### config.mk
export PLATFORM = sky130hd
export DESIGN_NAME = uart_boot_ctrl
export DESIGN_NICKNAME = d
export VERILOG_FILES = /design/src/rtl/boot_pkg.sv /design/src/rtl/boot_hs_sender.sv /design/src/rtl/uart_boot_ctrl.sv
export SDC_FILE = /design/constraint.sdc
export NUM_CORES = 1
export LEC_CHECK = 0
export BUFFER_PORTS_ARGS = -buffer_cell sky130_fd_sc_hd__buf_2
export CAP_MARGIN = 20
export CORE_ASPECT_RATIO = 1.75
export CORE_MARGIN = 3
export CORE_UTILIZATION = 35
export DETAILED_ROUTE_END_ITERATION = 8
export HOLD_SLACK_MARGIN = 0.02
export PLACE_DENSITY = 0.64
export SLEW_MARGIN = 20
export SYNTH_ARGS = -nofsm -noshare
export SYNTH_HDL_FRONTEND = slang
export SYNTH_SLANG_ARGS = --single-unit
export TNS_END_PERCENT = 30
### constraint.sdc
create_clock -name clk -period 2.5 [get_ports clk]
set_input_delay 0.375 -clock clk [delete_from_list [all_inputs] [get_ports clk]]
set_output_delay 0.375 -clock clk [all_outputs]
set_load 0.02 [all_outputs]
### src/rtl/boot_pkg.sv
// Shared types and constants for the UART boot controller.
package boot_pkg;

  typedef enum logic [2:0] {
    RESET_WAIT,
    HS_SEND,
    IDLE,
    LOAD,
    RUN
  } boot_state_e;

  localparam logic [7:0] HS_BOOT = 8'h01;
  localparam logic [7:0] HS_LOAD = 8'h02;
  localparam logic [7:0] HS_RUN  = 8'h03;
  localparam logic [7:0] HS_ERR  = 8'h04;

  function automatic int cnt_w(int n);
    return (n > 1) ? $clog2(n) : 1;
  endfunction

endpackage

### src/rtl/boot_hs_sender.sv
// Sends one handshake frame byte by byte, pacing each byte on tx_active.
module boot_hs_sender
  import boot_pkg::*;
#(
  parameter int HS_BYTES = 4
) (
  input  logic                     clk,
  input  logic                     rst_n,
  input  logic                     go,
  input  logic [7:0]               code,
  input  logic [HS_BYTES-1:0][7:0] pad,
  input  logic                     tx_active,
  output logic [7:0]               tx_data,
  output logic                     tx_dv,
  output logic                     done
);

  localparam int IW = cnt_w(HS_BYTES);

  typedef enum logic [1:0] {
    S_IDLE,
    S_WAIT,
    S_HOLD
  } snd_e;

  snd_e                     st_q, st_d;
  logic [IW-1:0]            idx_q, idx_d;
  logic [HS_BYTES-1:0][7:0] frm_q, frm_d;
  logic [7:0]               byte_q, byte_d;
  logic                     last;

  assign last = (idx_q == IW'(HS_BYTES - 1));

  always_comb begin
    st_d   = st_q;
    idx_d  = idx_q;
    frm_d  = frm_q;
    byte_d = byte_q;
    done   = 1'b0;
    unique case (st_q)
      S_IDLE: begin
        if (go) begin
          frm_d    = pad;
          frm_d[0] = code;
          idx_d    = '0;
          st_d     = S_WAIT;
        end
      end
      S_WAIT: begin
        if (!tx_active) begin
          byte_d = frm_q[idx_q];
          st_d   = S_HOLD;
        end
      end
      S_HOLD: begin
        if (tx_active) begin
          if (last) begin
            done = 1'b1;
            st_d = S_IDLE;
          end else begin
            idx_d = idx_q + IW'(1);
            st_d  = S_WAIT;
          end
        end
      end
      default: st_d = S_IDLE;
    endcase
  end

  always_ff @(posedge clk) begin
    if (!rst_n) begin
      st_q   <= S_IDLE;
      idx_q  <= '0;
      frm_q  <= '0;
      byte_q <= '0;
    end else begin
      st_q   <= st_d;
      idx_q  <= idx_d;
      frm_q  <= frm_d;
      byte_q <= byte_d;
    end
  end

  // Strobe is masked once the UART accepts, so it never overlaps busy.
  assign tx_dv   = (st_q == S_HOLD) && !tx_active;
  assign tx_data = byte_q;

endmodule

### src/rtl/uart_boot_ctrl.sv
// UART bootloader: boot/idle/load/run sequencing and IMEM word assembly.
// Optional BOOT_CHECKSUM_EN puts byte sum and word count in the run frame.
module uart_boot_ctrl
  import boot_pkg::*;
#(
  parameter int WORD_BYTES      = 4,
  parameter int ADDR_W          = 6,
  parameter int HS_BYTES        = 4,
  parameter int RESET_WAIT_CLKS = 10,
  parameter int TIMEOUT_CLKS    = 50000
) (
  input  logic                    clk,
  input  logic                    rst_n,
  input  logic                    start,
  input  logic [7:0]              rx_data,
  input  logic                    rx_dv,
  input  logic                    tx_active,
  input  logic [7:0]              core_tx_data,
  input  logic                    core_tx_start,
  output logic [7:0]              tx_data,
  output logic                    tx_dv,
  output logic                    imem_we,
  output logic [ADDR_W-1:0]       imem_addr,
  output logic [8*WORD_BYTES-1:0] imem_wdata,
  output logic                    core_start,
  output logic                    load_mode,
  output logic                    run_mode,
  output logic                    err
);

  localparam int CW = cnt_w(WORD_BYTES);
  localparam int WW = cnt_w(RESET_WAIT_CLKS);
  localparam int TW = cnt_w(TIMEOUT_CLKS);

`ifdef BOOT_CHECKSUM_EN
  if (HS_BYTES < 3) begin : g_hs_chk
    $error("BOOT_CHECKSUM_EN needs HS_BYTES >= 3");
  end
`endif

  boot_state_e state_q, state_d;
  boot_state_e ret_q, ret_d;
  logic [7:0]  code_q, code_d;
  logic [WW-1:0] wait_q, wait_d;
  logic [TW-1:0] to_q, to_d;
  logic [CW-1:0] cnt_q, cnt_d;
  logic [WORD_BYTES-1:0][7:0] word_q, word_d;
  logic [ADDR_W-1:0] addr_q, addr_d;
  logic we_q, we_d;
  logic err_q, err_d;
  logic pend_q, pend_d;
  logic rel_q, rel_d;
  logic cs_q, cs_d;
  logic s1_q, s2_q, prev_q;
`ifdef BOOT_CHECKSUM_EN
  logic [7:0] sum_q, sum_d;
`endif

  logic start_edge;
  logic load_act;
  logic leave_load;
  logic accept;
  logic hs_go;
  logic [HS_BYTES-1:0][7:0] hs_pad;
  logic [7:0] hs_data;
  logic hs_dv;
  logic hs_done;

  assign start_edge = s2_q && !prev_q;
  // Bytes keep landing while the overflow frame is in flight.
  assign load_act = (state_q == LOAD) ||
                    ((state_q == HS_SEND) && (code_q == HS_ERR));

  always_comb begin
    state_d    = state_q;
    ret_d      = ret_q;
    code_d     = code_q;
    wait_d     = wait_q;
    to_d       = to_q;
    cnt_d      = cnt_q;
    word_d     = word_q;
    addr_d     = addr_q;
    we_d       = 1'b0;
    err_d      = err_q;
    pend_d     = pend_q;
    rel_d      = rel_q;
    hs_go      = 1'b0;
    hs_pad     = '0;
    leave_load = 1'b0;
`ifdef BOOT_CHECKSUM_EN
    sum_d      = sum_q;
`endif
    unique case (state_q)
      RESET_WAIT: begin
        if (wait_q == WW'(RESET_WAIT_CLKS - 1)) begin
          hs_go   = 1'b1;
          code_d  = HS_BOOT;
          ret_d   = IDLE;
          state_d = HS_SEND;
        end else begin
          wait_d = wait_q + WW'(1);
        end
      end
      HS_SEND: begin
        if (hs_done) state_d = ret_q;
      end
      IDLE: begin
        if (start_edge) begin
          hs_go   = 1'b1;
          code_d  = HS_LOAD;
          ret_d   = LOAD;
          state_d = HS_SEND;
          rel_d   = 1'b0;
`ifdef BOOT_CHECKSUM_EN
          sum_d   = '0;
`endif
        end
      end
      LOAD: begin
        if (!s2_q) rel_d = 1'b1;
        if (start_edge && rel_q) begin
          leave_load = 1'b1;
          hs_go      = 1'b1;
          code_d     = HS_RUN;
          ret_d      = RUN;
          state_d    = HS_SEND;
`ifdef BOOT_CHECKSUM_EN
          hs_pad[1]  = sum_q;
          hs_pad[2]  = 8'(addr_q);
`endif
        end else if (pend_q) begin
          hs_go   = 1'b1;
          code_d  = HS_ERR;
          ret_d   = LOAD;
          state_d = HS_SEND;
          pend_d  = 1'b0;
        end
      end
      RUN: ;
      default: state_d = RESET_WAIT;
    endcase

    if (we_q) addr_d = addr_q + ADDR_W'(1);

    accept = load_act && rx_dv && !leave_load;
    if (accept) begin
      word_d[cnt_q] = rx_data;
      to_d          = '0;
`ifdef BOOT_CHECKSUM_EN
      sum_d         = sum_q + rx_data;
`endif
      if (cnt_q == CW'(WORD_BYTES - 1)) begin
        cnt_d = '0;
        we_d  = 1'b1;
        if (&addr_q) begin
          err_d  = 1'b1;
          pend_d = 1'b1;
        end
      end else begin
        cnt_d = cnt_q + CW'(1);
      end
    end else if (load_act && (cnt_q != '0)) begin
      if (to_q == TW'(TIMEOUT_CLKS - 1)) begin
        cnt_d = '0;
        to_d  = '0;
        err_d = 1'b1;
      end else begin
        to_d = to_q + TW'(1);
      end
    end else begin
      to_d = '0;
    end

    cs_d = (state_d == RUN) && (state_q != RUN);
  end

  always_ff @(posedge clk) begin
    if (!rst_n) begin
      state_q <= RESET_WAIT;
      ret_q   <= RESET_WAIT;
      code_q  <= '0;
      wait_q  <= '0;
      to_q    <= '0;
      cnt_q   <= '0;
      word_q  <= '0;
      addr_q  <= '0;
      we_q    <= 1'b0;
      err_q   <= 1'b0;
      pend_q  <= 1'b0;
      rel_q   <= 1'b0;
      cs_q    <= 1'b0;
      s1_q    <= 1'b0;
      s2_q    <= 1'b0;
      prev_q  <= 1'b0;
    end else begin
      state_q <= state_d;
      ret_q   <= ret_d;
      code_q  <= code_d;
      wait_q  <= wait_d;
      to_q    <= to_d;
      cnt_q   <= cnt_d;
      word_q  <= word_d;
      addr_q  <= addr_d;
      we_q    <= we_d;
      err_q   <= err_d;
      pend_q  <= pend_d;
      rel_q   <= rel_d;
      cs_q    <= cs_d;
      s1_q    <= start;
      s2_q    <= s1_q;
      prev_q  <= s2_q;
    end
  end

`ifdef BOOT_CHECKSUM_EN
  always_ff @(posedge clk) begin
    if (!rst_n) sum_q <= '0;
    else        sum_q <= sum_d;
  end
`endif

  boot_hs_sender #(
    .HS_BYTES(HS_BYTES)
  ) u_hs (
    .clk      (clk),
    .rst_n    (rst_n),
    .go       (hs_go),
    .code     (code_d),
    .pad      (hs_pad),
    .tx_active(tx_active),
    .tx_data  (hs_data),
    .tx_dv    (hs_dv),
    .done     (hs_done)
  );

  assign run_mode   = (state_q == RUN);
  assign load_mode  = load_act;
  assign tx_data    = run_mode ? core_tx_data : hs_data;
  assign tx_dv      = run_mode ? core_tx_start : hs_dv;
  assign imem_we    = we_q;
  assign imem_addr  = addr_q;
  assign imem_wdata = word_q;
  assign core_start = cs_q;
  assign err        = err_q;

endmodule
Word-level counts from Yosys, hierarchy flattened
Index checks and enable logic that the tools add are counted.

storage, ports and cells
  word-level logic and storage cells = 151
  output and inout port bits = 52
  bits in registers = 102

cells by class
  bitwise logic cells = 4
  equal/unequal tests = 23
  $add $sub $neg = 5
  mux-type cells = 60
  reductions and logical operators = 33
  $lt $le $gt $ge = 3

operator list
  kind                                                number
  two-way mux 8 bit                                   7
  bitwise mux 32 bit                                  1
  two-way mux 3 bit                                   9
  two-way mux 1 bit                                   24
  one-hot mux 8 bit (3 select lines)                  1
  two-way mux 2 bit                                   10
  adder 16 x 1 -> 16 bit, second input constant       1
  binary-select mux 8 bit (select 2 bit)              1
  demux 8 bit (select 2 bit)                          1
  == test 16 bit, second input constant               1
  one-hot mux 3 bit (5 select lines)                  1
  != test 2 bit, second input constant                7
  AND reduction 4 bit                                 3
  AND reduction 2 bit                                 5
  nonzero test 2 bit                                  5
  logical AND 1 bit                                   9
  one-hot mux 3 bit (3 select lines)                  1
  == test 8 x 3 -> 1 bit, second input constant       1
  adder 6 x 1 -> 6 bit, second input constant         1
  == test 2 bit, second input constant                3
  == test 3 x 2 -> 1 bit, second input constant       2
  == test 3 bit, second input constant                2
  < comparator 2 x 3 -> 1 bit, second input constant  2
  one-hot mux 2 bit (3 select lines)                  1
  21 further kinds                                    29

Logic depth before layout (Yosys ltp)
  depth in word-level cells = 9
  depth in mapped cells = 9

Modules after synthesis
From an unflattened synthesis, not the netlist that was laid out.

second synthesis, totals
  cells, all modules = 576
  area total of the unflattened synthesis = 5506.5 sq um

by module, submodules not included
  module          area each (sq um)  cells an instance  times used  sequential area each (sq um)
  uart_boot_ctrl  3602.2             375                1           1641.6
  boot_hs_sender  1904.3             201                1           880.8

Worst setup path before layout
No wires, ideal clock.

  path kind = reg2out
  start point = reg state_q[0]
  end point = out tx_data[0]
  stages on the path, launching flop included = 6
  path slack = 0.661 ns
  buffers on the path = 1
  data required time = 2.125 ns
  data arrival time = 1.464 ns
  cell sequence = dfxtp_1 > buf_4 > inv_1 > nand2_1 > nor2_2 > mux2_2

between the ends
  word-level cells in the longest chain between the ends = 2

ends and longest elaborated chain
  what                    line                   text
  start, declared         uart_boot_ctrl.sv:41   boot_state_e state_q, state_d;
  start signal, assigned  uart_boot_ctrl.sv:196  state_q <= state_d;
  == test 3 bit           uart_boot_ctrl.sv:236  assign run_mode = (state_q == RUN);
  net run_mode            uart_boot_ctrl.sv:27   output logic run_mode,
  two-way mux 8 bit       uart_boot_ctrl.sv:238  assign tx_data = run_mode ? core_tx_data : hs_data;
  end, declared           uart_boot_ctrl.sv:20   output logic [7:0] tx_data,

The timed path passes the listed nets, and every way through them passes these cells.

Final worst setup path
  start point = reg state_q[2]
  end point = out tx_data[3]

between the ends
  word-level cells in the longest chain between the ends = 2

ends and longest elaborated chain
  what               line
  == test 3 bit      uart_boot_ctrl.sv:236
  two-way mux 8 bit  uart_boot_ctrl.sv:238

No other way between the ends.

==> flow_metrics.py <==
metrics = {
    "run_status": {
        "outcome": "completed",
    },
    "finish": {
        "fillCellCount": 1114,
        "layout.nets": 551,
        "multi_input_area_mm2": 0.00205,
        "postLayoutCoreUtil_pct": 42.8,
        "area_growth_pct": 18.1,
        "sequential_cell_area_mm2": 0.00204,
        "insertedDiodeCount": 0,
        "drive_gt1_share_pct": 22.5,
        "post_layout_nonfiller_instances": 660,
    },
    "clock_network": {
        "cts_root_buffer": "sky130_fd_sc_hd__clkbuf_16",
        "worst_setup_hold_path_clk_slew_ns": 0.07,
        "postCtsResizedCells": 0,
        "postCtsSetupRepairBufs": 0,
        "cts_tree": "yes",
        "cts_hold_buf": 0,
        "clk-insertion-delay-late_ns": 0.35,
        "clockBufferDepth": 2,
        "cts_max_level": 3,
        "cts_inserted_buffers": 9,
        "clkSinkCount": 102,
    },
    "sta": {
        "fin_tns_setup_ns": 0,
        "timing_hold_violations_final": 0,
        "maxSlewViolCount": 0,
        "rsz0062_at_grt": "no",
        "max_slew.worst_pin.slew_ns": 0.656,
        "clock-skew-final_ns": 0.00625,
        "timing.slew.headroom_pct": 56.0,
        "period_needed_ns": 2.38,
        "report.final.setup_viol": 0,
        "fin_crit_sh_pct": 95.2,
        "maxClockFrequency_mhz": 420,
    },
    "routing": {
        "post_drt_antenna_nets": 0,
        "dr.first_iter.drc_count": 74,
        "drt_wl_total_mm": 9.50,
        "detail_route.wl_per_cell_um": 14.4,
        "drt_pass1_iterations": 4,
        "routed-via-count": 3340,
        "post_drt_via_cell_ratio": 5.06,
        "post-route-drc-count": 0,
    },
    "die": {
        "coreArea_mm2": 0.0116,
        "die_w_um": 89.0,
        "die_height_um": 151,
        "die-area_mm2": 0.0134,
        "starting_density_of_the_core_pct": 36.2,
        "boundaryPins": 74,
        "core.rowCount": 52,
    },
    "logic_synthesis": {
        "synth.ff_latch_count": 102,
        "synthFlopType": "sky130_fd_sc_hd__dfxtp_1",
        "yosysSeqAreaShare_pct": 48.4,
        "synth_async_sr_flop_share_pct": 0,
        "yosys.cell_types.count": 56,
        "synth_enable_flop_cells": 0,
        "yosysTopAreaCell": "sky130_fd_sc_hd__dfxtp_1",
        "syn_area_mm2": 0.00422,
        "synth_area_per_cell_um2": 9.35,
        "post_syn_instances": 451,
        "netlist.area_leader.share_pct": 48.4,
        "ys_warn_count": 0,
        "mappedNetlistNets": 482,
        "synthTopCellsByArea": "sky130_fd_sc_hd__dfxtp_1 (48%), sky130_fd_sc_hd__mux2i_1 (6.2%), sky130_fd_sc_hd__nand2_1 (5.2%), sky130_fd_sc_hd__nor2_1 (3.7%), sky130_fd_sc_hd__nand3_1 (3.4%)",
    },
    "setup_path": {
        "cp_max_fo": 11,
        "worstReg2RegStart": "wait_q[1]$_SDFFE_PN0P_",
        "worst_path_dominant_cell_family": "simple AND/OR/NAND/NOR gates",
        "endpoint_kind": "output port",
        "worst-endpoint-arrival_ns": 2.01,
        "path_cells": "nand2_1, nor2_2, mux2_2, buf_2",
        "critical_path.startpoint": "state_q[2]$_SDFF_PN0_",
        "startpoint_type": "flip-flop",
        "timing.critical_path.required_ns": 2.12,
        "timing.critical_path.slowest_cell_delay_ns": 0.54,
        "critical-path-slowest-cell": "sky130_fd_sc_hd__dfxtp_1",
        "path_class": "flip-flop to output port",
        "buffers_and_inverters_on_the_worst_path": 1,
    },
    "hold_path": {
        "worst_hold_path_type": "primary input to flip-flop",
        "hold_path_startpoint": "start",
    },
    "flow_run": {
        "drv_cap": 0,
    },
    "global_routing": {
        "globalRouteTotalUtil_pct": 15.0,
        "grt_overflow_total": 0,
        "grt_max_degree": 64,
        "grt_pass1_wl_mm": 15.8,
        "antenna_found_initial": 0,
        "first_global_vias": 3410,
    },
    "pwr": {
        "p_leak_nw": 2.23,
        "power.total_w": 0.00306,
        "power.ir.vdd_worst_uv": 421,
        "power_density_mw_per_mm2": 614,
    },
    "placement": {
        "dpl.cell_count": 644,
        "io_buffers": 73,
        "routabilityCongestion": 0.955,
        "detailedPlacementHpwl_mm": 7.00,
    },
}
[area by class of cell]
| cell class | count | area share (%) |
|---|---|---|
| repair buffers | 78 | 8.09 |
| well taps | 135 | 3.39 |
| clock inverters | 7 | 1.31 |
| inverters | 8 | 0.603 |
| multi-input cells | 321 | 41.1 |
| clock buffers | 9 | 4.52 |
| flip-flops and latches | 102 | 41.0 |
[cell families (layout without fill, tap and decap cells)]
kind of cell               count (synthesis)  in the layout  synth area share, %
and+or+nand+nor                          201            201                 24.5
DFF                                      102            102                 48.4
AOI/OAI and AO/OA                         55             55                 8.40
muxes                                     35             35                 8.58
buffers and inverters                     28            102                 3.03
xor gates and xnor gates                  21             21                 4.36
adders and majority gates                  9              9                 2.67
[synthesized netlist by cell type, drive strengths merged (3+ instances only)]
master,instances
inv,7
nand2b,9
nor2b,5
o31ai,4
buf,7
a211oi,3
nor3,4
nand2,61
nand3,30
and2,7
nor2,43
clkbuf,13
mux2i,26
a21oi,21
xnor2,8
ha,9
nand4b,3
nand4,6
dfxtp,102
nand3b,4
nor4,5
xor2,13
mux2,9
and3,14
o21ai,15
[per-stage QoR]
step | setup slack, ns | instance area [um^2] | hold slack, ns
after floorplan | 0.661 | 4220 | 0.412
after global placement | 0.548 | 4690 | 0.414
after detailed placement | 0.445 | 4690 | 0.421
after CTS | 0.0961 | 4980 | 0.237
after global routing | 0.00373 | 4980 | 0.244
final | 0.119 | 4980 | 0.250
[layout by cell type, fill, tap and decap left out, types with 4 or more instances in the layout]
master / synthesis / routed
sky130_fd_sc_hd__nand3b_1: 4 / 4
sky130_fd_sc_hd__nor2_1: 42 / 42
sky130_fd_sc_hd__xnor2_1: 8 / 8
sky130_fd_sc_hd__buf_2: 3 / 73
sky130_fd_sc_hd__xor2_1: 13 / 13
sky130_fd_sc_hd__mux2i_1: 26 / 26
sky130_fd_sc_hd__inv_1: 7 / 7
sky130_fd_sc_hd__nor4_1: 4 / 4
sky130_fd_sc_hd__and2_1: 7 / 7
sky130_fd_sc_hd__mux2_2: 9 / 9
sky130_fd_sc_hd__ha_1: 9 / 9
sky130_fd_sc_hd__nand2_1: 58 / 58
sky130_fd_sc_hd__o21ai_0: 15 / 15
sky130_fd_sc_hd__nand4_1: 6 / 6
sky130_fd_sc_hd__a21oi_1: 20 / 20
sky130_fd_sc_hd__nand2b_1: 9 / 9
sky130_fd_sc_hd__dfxtp_1: 102 / 102
sky130_fd_sc_hd__nor2b_1: 5 / 5
sky130_fd_sc_hd__clkbuf_16: 0 / 9
sky130_fd_sc_hd__buf_4: 3 / 5
sky130_fd_sc_hd__nand3_1: 29 / 29
sky130_fd_sc_hd__and3_1: 13 / 13
[metal layers]
layer | up-vias | GRT usage (%) | wire, um
met4 | 0 | 7.90 | 310
met3 | 21 | 2.61 | 368
met5 | - | 0 | 0
met1 | 1537 | 16.0 | 3740
met2 | 89 | 27.4 | 5080
li1 | 1693 | - | -
[registers in the layout (all words and copies together), names as in the netlist, 2 cells and up]
signal	count
u_hs.idx_q	2
u_hs.frm_q	8
state_q	3
imem_wdata	32
u_hs.st_q	2
wait_q	4
cnt_q	2
u_hs.tx_data	8
code_q	8
ret_q	3
to_q	16
imem_addr	6
[power breakdown]
part	total, W	internal [W]	switching [W]
clock	0.00135	0.000696	0.000650
sequential	0.00164	0.00163	0.00000624
combinational	0.0000760	0.0000270	0.0000490
[worst reg2reg max path, delay by kind of cell, from the launching register on]
kind | cells | cell delay (ns)
buffers and inverters | 2 | 0.29
adder cells (fa/ha/maj) | 1 | 0.18
flip-flops | 1 | 0.37
AO/OA/AOI/OAI | 1 | 0.43
AND/OR/NAND/NOR | 3 | 0.48
multiplexers | 1 | 0.18
[path summary, 6_finish.rpt]
kind,endpoint,slack [ns],depth (start not counted)
setup / recovery,tx_data[3],0.12,4
hold / removal,s1_q$_SDFF_PN0_,0.25,2
setup reg to reg,u_hs.frm_q[1]$_SDFFE_PN0P_,0.44,8
hold reg to reg,s2_q$_SDFF_PN0_,0.43,1
No activity file was read; power rests on OpenSTA's default activity.
